## config.mk

```make
export PLATFORM = sky130hd
export DESIGN_NAME = ahb_arbiter_flat
export DESIGN_NICKNAME = d
export VERILOG_FILES = /design/src/rtl/ahb_arbiter_if.sv /design/src/rtl/ahb_arbiter.sv /design/src/flat_wrapper.sv
export SDC_FILE = /design/constraint.sdc
export NUM_CORES = 1
export LEC_CHECK = 0
export ABC_AREA = 0
export BUFFER_PORTS_ARGS = -buffer_cell sky130_fd_sc_hd__buf_2
export CAP_MARGIN = 20
export CORE_AREA = 2 2 134 136
export CTS_CLUSTER_DIAMETER = 50
export CTS_CLUSTER_SIZE = 14
export DETAILED_ROUTE_END_ITERATION = 10
export DIE_AREA = 0 0 136 138
export GPL_TIMING_DRIVEN = 0
export SETUP_SLACK_MARGIN = 0.2
export SYNTH_ARGS = -nofsm -noshare
export SYNTH_HDL_FRONTEND = slang
export SYNTH_SLANG_ARGS = --single-unit
```

## constraint.sdc

```tcl
create_clock -name clk -period 4.3 [get_ports clk]
set_clock_uncertainty 0.1 [all_clocks]
set_input_delay 1.29 -clock clk [delete_from_list [all_inputs] [get_ports clk]]
set_output_delay 1.29 -clock clk [all_outputs]
set_load 0.02 [all_outputs]
```

## src/rtl/ahb_arbiter_if.sv

```systemverilog
// Bundles the signals between the AHB-Lite masters, the arbiter and the downstream bus matrix.
// Ports (all flat, master i at slice i):
//   m_haddr_in, m_hwdata_in, m_htrans_in, m_hsize_in, m_hburst_in, m_hprot_in,
//   m_hwrite_in, m_hmastlock_in                      : master address/control/write data
//   m_hrdata_out, m_hready_out, m_hresp_out,
//   m_hgrant_out                                     : per-master read data, ready, response, grant
//   b_haddr_out .. b_hmastlock_out, b_hwdata_out     : selected master towards the bus matrix
//   b_hrdata_in, b_hready_in, b_hresp_in             : response from the bus matrix
// Modport slave is the arbiter view; modport master is the view of the masters plus bus matrix.
interface ahb_arbiter_if #(
  parameter int unsigned NUM_MASTERS = 2,
  parameter int unsigned DATA_WIDTH  = 32,
  parameter int unsigned ADDR_WIDTH  = 32
);
  logic [NUM_MASTERS*ADDR_WIDTH-1:0] m_haddr_in;
  logic [NUM_MASTERS*DATA_WIDTH-1:0] m_hwdata_in;
  logic [NUM_MASTERS*2-1:0]          m_htrans_in;
  logic [NUM_MASTERS*3-1:0]          m_hsize_in;
  logic [NUM_MASTERS*3-1:0]          m_hburst_in;
  logic [NUM_MASTERS*4-1:0]          m_hprot_in;
  logic [NUM_MASTERS-1:0]            m_hwrite_in;
  logic [NUM_MASTERS-1:0]            m_hmastlock_in;

  logic [NUM_MASTERS*DATA_WIDTH-1:0] m_hrdata_out;
  logic [NUM_MASTERS-1:0]            m_hready_out;
  logic [NUM_MASTERS-1:0]            m_hresp_out;
  logic [NUM_MASTERS-1:0]            m_hgrant_out;

  logic [ADDR_WIDTH-1:0]             b_haddr_out;
  logic [DATA_WIDTH-1:0]             b_hwdata_out;
  logic [1:0]                        b_htrans_out;
  logic [2:0]                        b_hsize_out;
  logic [2:0]                        b_hburst_out;
  logic [3:0]                        b_hprot_out;
  logic                              b_hwrite_out;
  logic                              b_hmastlock_out;

  logic [DATA_WIDTH-1:0]             b_hrdata_in;
  logic                              b_hready_in;
  logic                              b_hresp_in;

  modport slave (
    input  m_haddr_in, m_hwdata_in, m_htrans_in, m_hsize_in, m_hburst_in, m_hprot_in,
           m_hwrite_in, m_hmastlock_in, b_hrdata_in, b_hready_in, b_hresp_in,
    output m_hrdata_out, m_hready_out, m_hresp_out, m_hgrant_out,
           b_haddr_out, b_hwdata_out, b_htrans_out, b_hsize_out, b_hburst_out, b_hprot_out,
           b_hwrite_out, b_hmastlock_out
  );

  modport master (
    output m_haddr_in, m_hwdata_in, m_htrans_in, m_hsize_in, m_hburst_in, m_hprot_in,
           m_hwrite_in, m_hmastlock_in, b_hrdata_in, b_hready_in, b_hresp_in,
    input  m_hrdata_out, m_hready_out, m_hresp_out, m_hgrant_out,
           b_haddr_out, b_hwdata_out, b_htrans_out, b_hsize_out, b_hburst_out, b_hprot_out,
           b_hwrite_out, b_hmastlock_out
  );
endinterface

```

## src/rtl/ahb_arbiter.sv

```systemverilog
// Round-robin arbiter sharing one AHB-Lite bus between NUM_MASTERS masters.
// Ports:
//   clk  : bus clock, all state on the rising edge
//   rst  : asynchronous active-high reset
//   bus  : ahb_arbiter_if.slave -- master side inputs/outputs and bus-matrix side inputs/outputs
// The address-phase owner drives the bus combinationally (one-cycle arbitration latency);
// the data-phase owner receives write-data steering, ready and response.
module ahb_arbiter #(
  parameter int unsigned NUM_MASTERS = 2,
  parameter int unsigned DATA_WIDTH  = 32,
  parameter int unsigned ADDR_WIDTH  = 32
) (
  input logic          clk,
  input logic          rst,
  ahb_arbiter_if.slave bus
);

  localparam int unsigned IDX_W = (NUM_MASTERS > 1) ? $clog2(NUM_MASTERS) : 1;
  localparam int unsigned CNT_W = 4;

  localparam logic [1:0] TRANS_IDLE   = 2'b00;
  localparam logic [1:0] TRANS_NONSEQ = 2'b10;
  localparam logic [1:0] TRANS_SEQ    = 2'b11;

  localparam logic [2:0] BURST_INCR   = 3'b001;
  localparam logic [2:0] BURST_WRAP4  = 3'b010;
  localparam logic [2:0] BURST_INCR4  = 3'b011;
  localparam logic [2:0] BURST_WRAP8  = 3'b100;
  localparam logic [2:0] BURST_INCR8  = 3'b101;
  localparam logic [2:0] BURST_WRAP16 = 3'b110;
  localparam logic [2:0] BURST_INCR16 = 3'b111;

  // Beats still to follow after the NONSEQ of a defined-length burst.
  function automatic logic [CNT_W-1:0] burst_len_m1(input logic [2:0] burst);
    case (burst)
      BURST_WRAP4,  BURST_INCR4:  burst_len_m1 = CNT_W'(3);
      BURST_WRAP8,  BURST_INCR8:  burst_len_m1 = CNT_W'(7);
      BURST_WRAP16, BURST_INCR16: burst_len_m1 = CNT_W'(15);
      default:                    burst_len_m1 = '0;
    endcase
  endfunction

  logic [IDX_W-1:0]       owner_q, owner_d;
  logic [IDX_W-1:0]       data_owner_q, data_owner_d;
  logic                   data_valid_q, data_valid_d;
  logic [CNT_W-1:0]       beat_cnt_q, beat_cnt_d;
  logic [NUM_MASTERS-1:0] grant_q, grant_d;

  logic [NUM_MASTERS-1:0] req_c;
  logic [ADDR_WIDTH-1:0]  own_addr_c;
  logic [1:0]             own_trans_c;
  logic [2:0]             own_size_c;
  logic [2:0]             own_burst_c;
  logic [3:0]             own_prot_c;
  logic                   own_write_c;
  logic                   own_lock_c;
  logic [DATA_WIDTH-1:0]  dat_wdata_c;
  logic [CNT_W-1:0]       beats_left_c;
  logic                   hold_c;
  logic [IDX_W-1:0]       next_owner_c;
  int unsigned            dist_c;
  int unsigned            best_dist_c;

  // A master requests whenever it presents NONSEQ or SEQ.
  always_comb begin
    req_c = '0;
    for (int unsigned i = 0; i < NUM_MASTERS; i++) begin
      req_c[i] = bus.m_htrans_in[i*2+1];
    end
  end

  // Select the address-phase owner's controls and the data-phase owner's write data.
  always_comb begin
    own_addr_c  = '0;
    own_trans_c = TRANS_IDLE;
    own_size_c  = '0;
    own_burst_c = '0;
    own_prot_c  = '0;
    own_write_c = 1'b0;
    own_lock_c  = 1'b0;
    dat_wdata_c = '0;
    for (int unsigned i = 0; i < NUM_MASTERS; i++) begin
      if (owner_q == IDX_W'(i)) begin
        own_addr_c  = bus.m_haddr_in[i*ADDR_WIDTH +: ADDR_WIDTH];
        own_trans_c = bus.m_htrans_in[i*2 +: 2];
        own_size_c  = bus.m_hsize_in[i*3 +: 3];
        own_burst_c = bus.m_hburst_in[i*3 +: 3];
        own_prot_c  = bus.m_hprot_in[i*4 +: 4];
        own_write_c = bus.m_hwrite_in[i];
        own_lock_c  = bus.m_hmastlock_in[i];
      end
      if (data_owner_q == IDX_W'(i)) begin
        dat_wdata_c = bus.m_hwdata_in[i*DATA_WIDTH +: DATA_WIDTH];
      end
    end
  end

  // Beats remaining once the owner's current beat is accepted. An IDLE from the owner
  // abandons any burst (e.g. after ERROR) so a stale count cannot pin the bus forever.
  always_comb begin
    if (own_trans_c == TRANS_NONSEQ) begin
      beats_left_c = burst_len_m1(own_burst_c);
    end else if (own_trans_c == TRANS_SEQ && beat_cnt_q != '0) begin
      beats_left_c = beat_cnt_q - CNT_W'(1);
    end else if (own_trans_c == TRANS_IDLE) begin
      beats_left_c = '0;
    end else begin
      beats_left_c = beat_cnt_q;
    end
  end

  // Keep the owner through locked sequences, defined-length bursts and active INCR bursts.
  assign hold_c = own_lock_c
                | (beats_left_c != '0)
                | (own_burst_c == BURST_INCR && own_trans_c != TRANS_IDLE);

  // Round-robin: nearest requester after the owner, the owner itself last; park if none.
  always_comb begin
    next_owner_c = owner_q;
    best_dist_c  = NUM_MASTERS + 1;
    dist_c       = 0;
    for (int unsigned i = 0; i < NUM_MASTERS; i++) begin
      dist_c = (i + NUM_MASTERS - 32'(owner_q)) % NUM_MASTERS;
      if (dist_c == 0) begin
        dist_c = NUM_MASTERS;
      end
      if (req_c[i] && dist_c < best_dist_c) begin
        best_dist_c  = dist_c;
        next_owner_c = IDX_W'(i);
      end
    end
  end

  // Next state: everything frozen while the bus is stalled.
  always_comb begin
    owner_d      = owner_q;
    data_owner_d = data_owner_q;
    data_valid_d = data_valid_q;
    beat_cnt_d   = beat_cnt_q;
    if (bus.b_hready_in) begin
      data_valid_d = own_trans_c[1];
      data_owner_d = owner_q;
      beat_cnt_d   = beats_left_c;
      if (!hold_c) begin
        owner_d = next_owner_c;
      end
    end
    grant_d = '0;
    for (int unsigned i = 0; i < NUM_MASTERS; i++) begin
      grant_d[i] = (owner_d == IDX_W'(i));
    end
  end

  always_ff @(posedge clk or posedge rst) begin
    if (rst) begin
      owner_q      <= '0;
      data_owner_q <= '0;
      data_valid_q <= 1'b0;
      beat_cnt_q   <= '0;
      grant_q      <= NUM_MASTERS'(1);
    end else begin
      owner_q      <= owner_d;
      data_owner_q <= data_owner_d;
      data_valid_q <= data_valid_d;
      beat_cnt_q   <= beat_cnt_d;
      grant_q      <= grant_d;
    end
  end

  // Bus-matrix side: owner's address phase, data owner's write data; IDLE while in reset.
  assign bus.b_haddr_out     = own_addr_c;
  assign bus.b_htrans_out    = rst ? TRANS_IDLE : own_trans_c;
  assign bus.b_hsize_out     = own_size_c;
  assign bus.b_hburst_out    = own_burst_c;
  assign bus.b_hprot_out     = own_prot_c;
  assign bus.b_hwrite_out    = own_write_c;
  assign bus.b_hmastlock_out = own_lock_c;
  assign bus.b_hwdata_out    = dat_wdata_c;

  assign bus.m_hgrant_out    = grant_q;
  assign bus.m_hrdata_out    = {NUM_MASTERS{bus.b_hrdata_in}};

  // Master side ready/response: non-owner requesters are stalled so their address holds.
  always_comb begin
    bus.m_hready_out = '1;
    bus.m_hresp_out  = '0;
    for (int unsigned i = 0; i < NUM_MASTERS; i++) begin
      if (rst) begin
        bus.m_hready_out[i] = 1'b1;
      end else if (owner_q == IDX_W'(i) || (data_valid_q && data_owner_q == IDX_W'(i))) begin
        bus.m_hready_out[i] = bus.b_hready_in;
      end else begin
        bus.m_hready_out[i] = ~req_c[i];
      end
      bus.m_hresp_out[i] = ~rst & data_valid_q & (data_owner_q == IDX_W'(i)) & bus.b_hresp_in;
    end
  end

endmodule

```

## src/flat_wrapper.sv

```systemverilog
// flat-port wrapper written by rule: the top's interface ports become plain ports
module ahb_arbiter_flat 
#(
  parameter int unsigned NUM_MASTERS = 2,
  parameter int unsigned DATA_WIDTH  = 32,
  parameter int unsigned ADDR_WIDTH  = 32
)
  (clk, rst, bus_m_haddr_in, bus_m_hwdata_in, bus_m_htrans_in, bus_m_hsize_in, bus_m_hburst_in, bus_m_hprot_in, bus_m_hwrite_in, bus_m_hmastlock_in, bus_b_hrdata_in, bus_b_hready_in, bus_b_hresp_in, bus_m_hrdata_out, bus_m_hready_out, bus_m_hresp_out, bus_m_hgrant_out, bus_b_haddr_out, bus_b_hwdata_out, bus_b_htrans_out, bus_b_hsize_out, bus_b_hburst_out, bus_b_hprot_out, bus_b_hwrite_out, bus_b_hmastlock_out);
  ahb_arbiter_if #(.NUM_MASTERS(NUM_MASTERS), .DATA_WIDTH(DATA_WIDTH), .ADDR_WIDTH(ADDR_WIDTH)) bus_i ();
  input logic clk;
  input logic rst;
  input wire logic [$bits(bus_i.m_haddr_in)-1:0] bus_m_haddr_in;
  input wire logic [$bits(bus_i.m_hwdata_in)-1:0] bus_m_hwdata_in;
  input wire logic [$bits(bus_i.m_htrans_in)-1:0] bus_m_htrans_in;
  input wire logic [$bits(bus_i.m_hsize_in)-1:0] bus_m_hsize_in;
  input wire logic [$bits(bus_i.m_hburst_in)-1:0] bus_m_hburst_in;
  input wire logic [$bits(bus_i.m_hprot_in)-1:0] bus_m_hprot_in;
  input wire logic [$bits(bus_i.m_hwrite_in)-1:0] bus_m_hwrite_in;
  input wire logic [$bits(bus_i.m_hmastlock_in)-1:0] bus_m_hmastlock_in;
  input wire logic [$bits(bus_i.b_hrdata_in)-1:0] bus_b_hrdata_in;
  input wire logic [$bits(bus_i.b_hready_in)-1:0] bus_b_hready_in;
  input wire logic [$bits(bus_i.b_hresp_in)-1:0] bus_b_hresp_in;
  output wire logic [$bits(bus_i.m_hrdata_out)-1:0] bus_m_hrdata_out;
  output wire logic [$bits(bus_i.m_hready_out)-1:0] bus_m_hready_out;
  output wire logic [$bits(bus_i.m_hresp_out)-1:0] bus_m_hresp_out;
  output wire logic [$bits(bus_i.m_hgrant_out)-1:0] bus_m_hgrant_out;
  output wire logic [$bits(bus_i.b_haddr_out)-1:0] bus_b_haddr_out;
  output wire logic [$bits(bus_i.b_hwdata_out)-1:0] bus_b_hwdata_out;
  output wire logic [$bits(bus_i.b_htrans_out)-1:0] bus_b_htrans_out;
  output wire logic [$bits(bus_i.b_hsize_out)-1:0] bus_b_hsize_out;
  output wire logic [$bits(bus_i.b_hburst_out)-1:0] bus_b_hburst_out;
  output wire logic [$bits(bus_i.b_hprot_out)-1:0] bus_b_hprot_out;
  output wire logic [$bits(bus_i.b_hwrite_out)-1:0] bus_b_hwrite_out;
  output wire logic [$bits(bus_i.b_hmastlock_out)-1:0] bus_b_hmastlock_out;
  assign bus_i.m_haddr_in = bus_m_haddr_in;
  assign bus_i.m_hwdata_in = bus_m_hwdata_in;
  assign bus_i.m_htrans_in = bus_m_htrans_in;
  assign bus_i.m_hsize_in = bus_m_hsize_in;
  assign bus_i.m_hburst_in = bus_m_hburst_in;
  assign bus_i.m_hprot_in = bus_m_hprot_in;
  assign bus_i.m_hwrite_in = bus_m_hwrite_in;
  assign bus_i.m_hmastlock_in = bus_m_hmastlock_in;
  assign bus_i.b_hrdata_in = bus_b_hrdata_in;
  assign bus_i.b_hready_in = bus_b_hready_in;
  assign bus_i.b_hresp_in = bus_b_hresp_in;
  assign bus_m_hrdata_out = bus_i.m_hrdata_out;
  assign bus_m_hready_out = bus_i.m_hready_out;
  assign bus_m_hresp_out = bus_i.m_hresp_out;
  assign bus_m_hgrant_out = bus_i.m_hgrant_out;
  assign bus_b_haddr_out = bus_i.b_haddr_out;
  assign bus_b_hwdata_out = bus_i.b_hwdata_out;
  assign bus_b_htrans_out = bus_i.b_htrans_out;
  assign bus_b_hsize_out = bus_i.b_hsize_out;
  assign bus_b_hburst_out = bus_i.b_hburst_out;
  assign bus_b_hprot_out = bus_i.b_hprot_out;
  assign bus_b_hwrite_out = bus_i.b_hwrite_out;
  assign bus_b_hmastlock_out = bus_i.b_hmastlock_out;
  ahb_arbiter #(.NUM_MASTERS(NUM_MASTERS), .DATA_WIDTH(DATA_WIDTH), .ADDR_WIDTH(ADDR_WIDTH)) u_core (.clk(clk), .rst(rst), .bus(bus_i));
endmodule
```

# After elaboration in Yosys (flattened, before gate mapping)
# Index checks and enable logic that the tools add are counted.
totals:
  regBits: 9
  latch_bits: 0
  ram_bits: 0
  mem_bits_ro: 0
  input_bits: 192
  output_inout_bits: 148
  word_cells: 73
  memories: 0
classes:
  addsub: 3
  mul: 0
  div: 0
  order_cmp: 2
  n_eq_ne: 9
  n_shift: 0
  muxes: 24
  bitwise: 13
  reduce_logical: 17
op_table:
  columns: ["cell", "count"]
  rows:
  - ["zero test 32 bit", 2]
  - ["two-way mux 32 bit", 2]
  - ["two-way mux 4 bit", 4]
  - ["== test 3 bit (second input constant)", 4]
  - ["case mux 4 bit (3 select lines)", 1]
  - ["two-way mux 1 bit", 10]
  - ["two-way mux 2 bit", 5]
  - ["nonzero test 4 bit", 2]
  - ["== test 3 x 2 -> 1 bit (second input constant)", 2]
  - ["logical AND 1 bit", 6]
  - ["two-way mux 3 bit", 2]
  - ["NOT 1 bit", 6]
  - ["OR reduction 2 bit", 3]
  - ["AND 1 bit", 5]
  - ["== test 2 bit (second input constant)", 2]
  - ["subtractor 4 x 1 -> 4 bit (second input constant)", 1]
  - ["== test 3 x 1 -> 1 bit (second input constant)", 1]
  - ["zero test 2 bit", 1]
  - ["logical OR 1 bit", 2]
  - ["less-than comparator 2 bit", 1]
  - ["less-than comparator 2 bit (second input constant)", 1]
  - ["bitwise OR 1 bit", 2]
  - ["nonzero test 2 bit", 1]
  - ["subtractor 1 bit (first input constant)", 2]

# Longest topological paths before layout
logic_depth:
  ltp_word: 12
  ltp_mapped: 7
  ltp_nobuf: 7

# Worst setup path after synthesis
# OpenSTA, ideal clock, no wires.
synth_path:
  path_type: "input -> output"
  from: "in rst"
  to: "out bus_m_hresp_out[0]"
  t_arrival_ns: 2.029
  required_time_ns: 2.910
  path_slack_ns: 0.881
  cell_stages: 1
  path_buffers: 0
  cell_sequence: "nor4b_1"
synth_via:
  elab_chain_cells: 4
synth_rtl:
  columns: ["item", "line", "text"]
  rows:
  - ["start: declaration", "flat_wrapper.sv:11", "input logic rst;"]
  - ["NOT 1 bit", "ahb_arbiter.sv:195", "bus.m_hresp_out[i] = ~rst & data_valid_q & (data_owner_q == IDX_W'(i)) & bus.b_hresp_in;"]
  - ["AND 1 bit (3 in a row)", "ahb_arbiter.sv:195", null]
  - ["end: declaration", "flat_wrapper.sv:25", "output wire logic [$bits(bus_i.m_hresp_out)-1:0] bus_m_hresp_out;"]
# Every way passes these cells.

# Final worst setup path
layout_path:
  from: "in bus_m_htrans_in[3]"
  to: "out bus_b_htrans_out[1]"
layout_via:
  elab_chain_cells: 2
layout_rtl:
  columns: ["item", "line", "text"]
  rows:
  - ["start: declaration", "flat_wrapper.sv:14", "input wire logic [$bits(bus_i.m_htrans_in)-1:0] bus_m_htrans_in;"]
  - ["two-way mux 2 bit", "ahb_arbiter.sv:83", "if (owner_q == IDX_W'(i)) begin"]
  - ["two-way mux 2 bit", "ahb_arbiter.sv:172", "assign bus.b_htrans_out = rst ? TRANS_IDLE : own_trans_c;"]
  - ["end: declaration", "flat_wrapper.sv:29", "output wire logic [$bits(bus_i.b_htrans_out)-1:0] bus_b_htrans_out;"]
# Every way passes these cells.

==> impl_metrics.yaml <==
status:
  status: "complete, no violations"
job:
  max_cap_violations: 0
synth:
  yosysWarnings: 0
  syn_inst: 231
  synth-edff-count: 0
  yosys_register_bits: 8
  synth_area_mm2: 0.002044
  async_reset_ff_share_pct: 100.0
  synth_area_per_cell_um2: 8.850
  yosysSeqAreaShare_pct: 9.853
  synth.distinct_cells: 40
  synth_fp_nets: 424
  synth_ff_type: "dfrtp_1"
critical_path:
  cp_common_cell: "buf_2"
  worstSetupPathType: "in2out"
  r2r-end: "u_core.bus.m_hgrant_out[0]"
  path_cells: "buf_2, mux2i_2, nor2_1, buf_2"
  cp_slowest_cell: "mux2i_2"
  r2r_slack_ns: 1.84
  cp_num_buf_inv: 2
  cp_data_required_time_ns: 2.91
  cp_data_arrival_time_ns: 2.26
  r2r_cells: 6
  cp_max_fo: 10
  end_kind: "primary output"
  cp-startpoint: "bus_m_htrans_in[3]"
  start_kind: "input port"
  critPathTopFamily: "multiplexers"
  slowest_delay_ns: 0.48
layout:
  drive_gt1_share_pct: 85.21
  nFillCells: 1956
  fin_nets: 735
  post-route-util_pct: 22.48
  area_growth_pct: 92.84
  fin_cells: 770
  layout_commonest_cell: "buf_2"
  seq_area_um2: 201.4
  layout_common_cells: "buf_2 (312), mux2_2 (78), buf_4 (65)"
  multiInputGateArea_mm2: 0.001281
  n_antenna_cell: 0
min_path:
  hp-class: "reg2reg"
  min_delay_path_depth: 2
  hold-path-endpoint: "u_core.beat_cnt_q[1]"
  min-delay-start: "u_core.beat_cnt_q[1]"
pwr:
  leakage_uw: 0.002170
  power.density_mw_per_mm2: 460.5
  vdd_drop_max_mv: 0.2025
  finalPower_uw: 1816
grt:
  grt_max_degree: 12
  track_usage_pct: 10.38
  antenna_found_initial: 1
  grt_overflow: 0
  grt_pass1_wl_um: 14680
  grt_pass1_vias: 2585
routing:
  wirelength_um: 10810
  drtIter0Drc: 92
  dr.pass1.iters: 4
  drt-wirelength-per-cell_um: 14.04
  drc: 0
  vias_per_cell: 3.716
  num_vias: 2861
  final_antenna_net_count: 0
timing:
  slew_viol_final: 0
  final-hold-violation-count: 0
  finalSetupTns_ns: 0
  setup_viol: 0
  slew_headroom_pct: 56.00
  min_period_over_period_pct: 84.85
  rsz0062_at_grt: "no"
  timing.fmax_mhz: 274.1
  fin_ws_ns: 0.6513
  worstMarginPinSlew_ns: 0.6417
  fin_crit_ns: 3.649
clocking:
  cts_buffers: 3
  clk_latency_ns: 0.23
  post_cts_resize_count: 0
  path_clk_slew_ns: 0.04
  cts_setup_buffers: 0
  tritoncts: "built"
  cts.sinks: 8
  clockBufferDepth: 2
  cts_root_buffer: "clkbuf_16"
  h-tree-depth: 1
placed_design:
  place.gp.congestion: 0.8156
  place_ws_ns: 0.5900
  hpwl_um: 9768
  dp_cells: 767
  port_buffers: 307
floorplan:
  die_y_um: 138
  die_area_mm2: 0.01877
  rows: 49
  core-area_mm2: 0.01753
  io_pins: 340
  die_x_um: 136
  start_util_pct: 11.66
## per-layer routing
| layer | track usage [%] | vias up | wire length (µm) |
|---|---|---|---|
| li1 | - | 1385 | - |
| met1 | 13.50 | 1270 | 4523 |
| met2 | 18.06 | 202 | 5092 |
| met3 | 1.797 | 4 | 1117 |
| met4 | 1.809 | 0 | 75 |
| met5 | 0 | - | 0 |
## worst min-delay path, delay by kind of cell (launching register included)
family | cells | cell delay (ns)
DFF | 1 | 0.38
and+or+nand+nor | 2 | 0.11
## how the worst max path moves through the flow
stage	end	slack (ns)	cells after the start
floorplan	bus_m_hresp_out[0]	0.88	1
global placement	bus_b_htrans_out[1]	0.61	4
detailed placement	bus_m_hready_out[0]	0.59	6
CTS	bus_m_hready_out[0]	0.32	6
global route	bus_b_htrans_out[0]	0.52	4
finish	bus_b_htrans_out[1]	0.65	4
## cells by family after synthesis
group	synth area share, %
AND/OR/NAND/NOR	8.629
flip-flops	9.853
buffers and inverters	27.48
multiplexers	44.61
adder cells (fa/ha/maj)	0.6119
AO/OA/AOI/OAI	8.814
## synthesized netlist by cell type, drive strengths merged, types with 2 or more instances
| cell | number | area [µm²] |
|---|---|---|
| o211ai | 3 | 22.52 |
| buf | 73 | 524.3 |
| clkbuf | 3 | 11.26 |
| nor4 | 3 | 18.77 |
| nor3b | 2 | 15.01 |
| dfrtp | 7 | 175.2 |
| a21oi | 2 | 10.01 |
| nand2b | 2 | 12.51 |
| mux2 | 78 | 878.3 |
| mux2i | 3 | 33.78 |
| nor3 | 3 | 15.01 |
| inv | 7 | 26.28 |
| nand2 | 6 | 22.52 |
| o21ai | 5 | 25.02 |
| nand3 | 3 | 15.01 |
| a22o | 2 | 17.52 |
| nor2 | 9 | 33.78 |
## cell type report
class                      instances  area share (%)
tap                              229           7.268
buffer                            75           13.49
timing repair buffer             307           38.97
clock buffer                       4           1.999
sequential                         8           5.109
multi-input combinational        140           32.50
inverter                           7          0.6665
## power breakdown
part / switching (µW) / total, µW / internal [µW]
Clock: 37.0 / 161 / 124
Sequential: 40.3 / 152 / 112
Combinational: 853 / 1500 / 650
## repair_timing
item / in CTS / in global routing
setup endpoints to repair: 0 / 1
hold endpoints to repair: 0 / 0
hold buffers: 0 / 0
## metrics by stage
stage               hold slack [ns]  cell area [µm²]
floorplan                    0.3620             2044
global placement             0.4021             3867
detailed placement           0.4099             3867
CTS                          0.4228             3946
global route                 0.4824             3943
finish                       0.4312             3943
No activity file was read; power rests on OpenSTA's default activity.
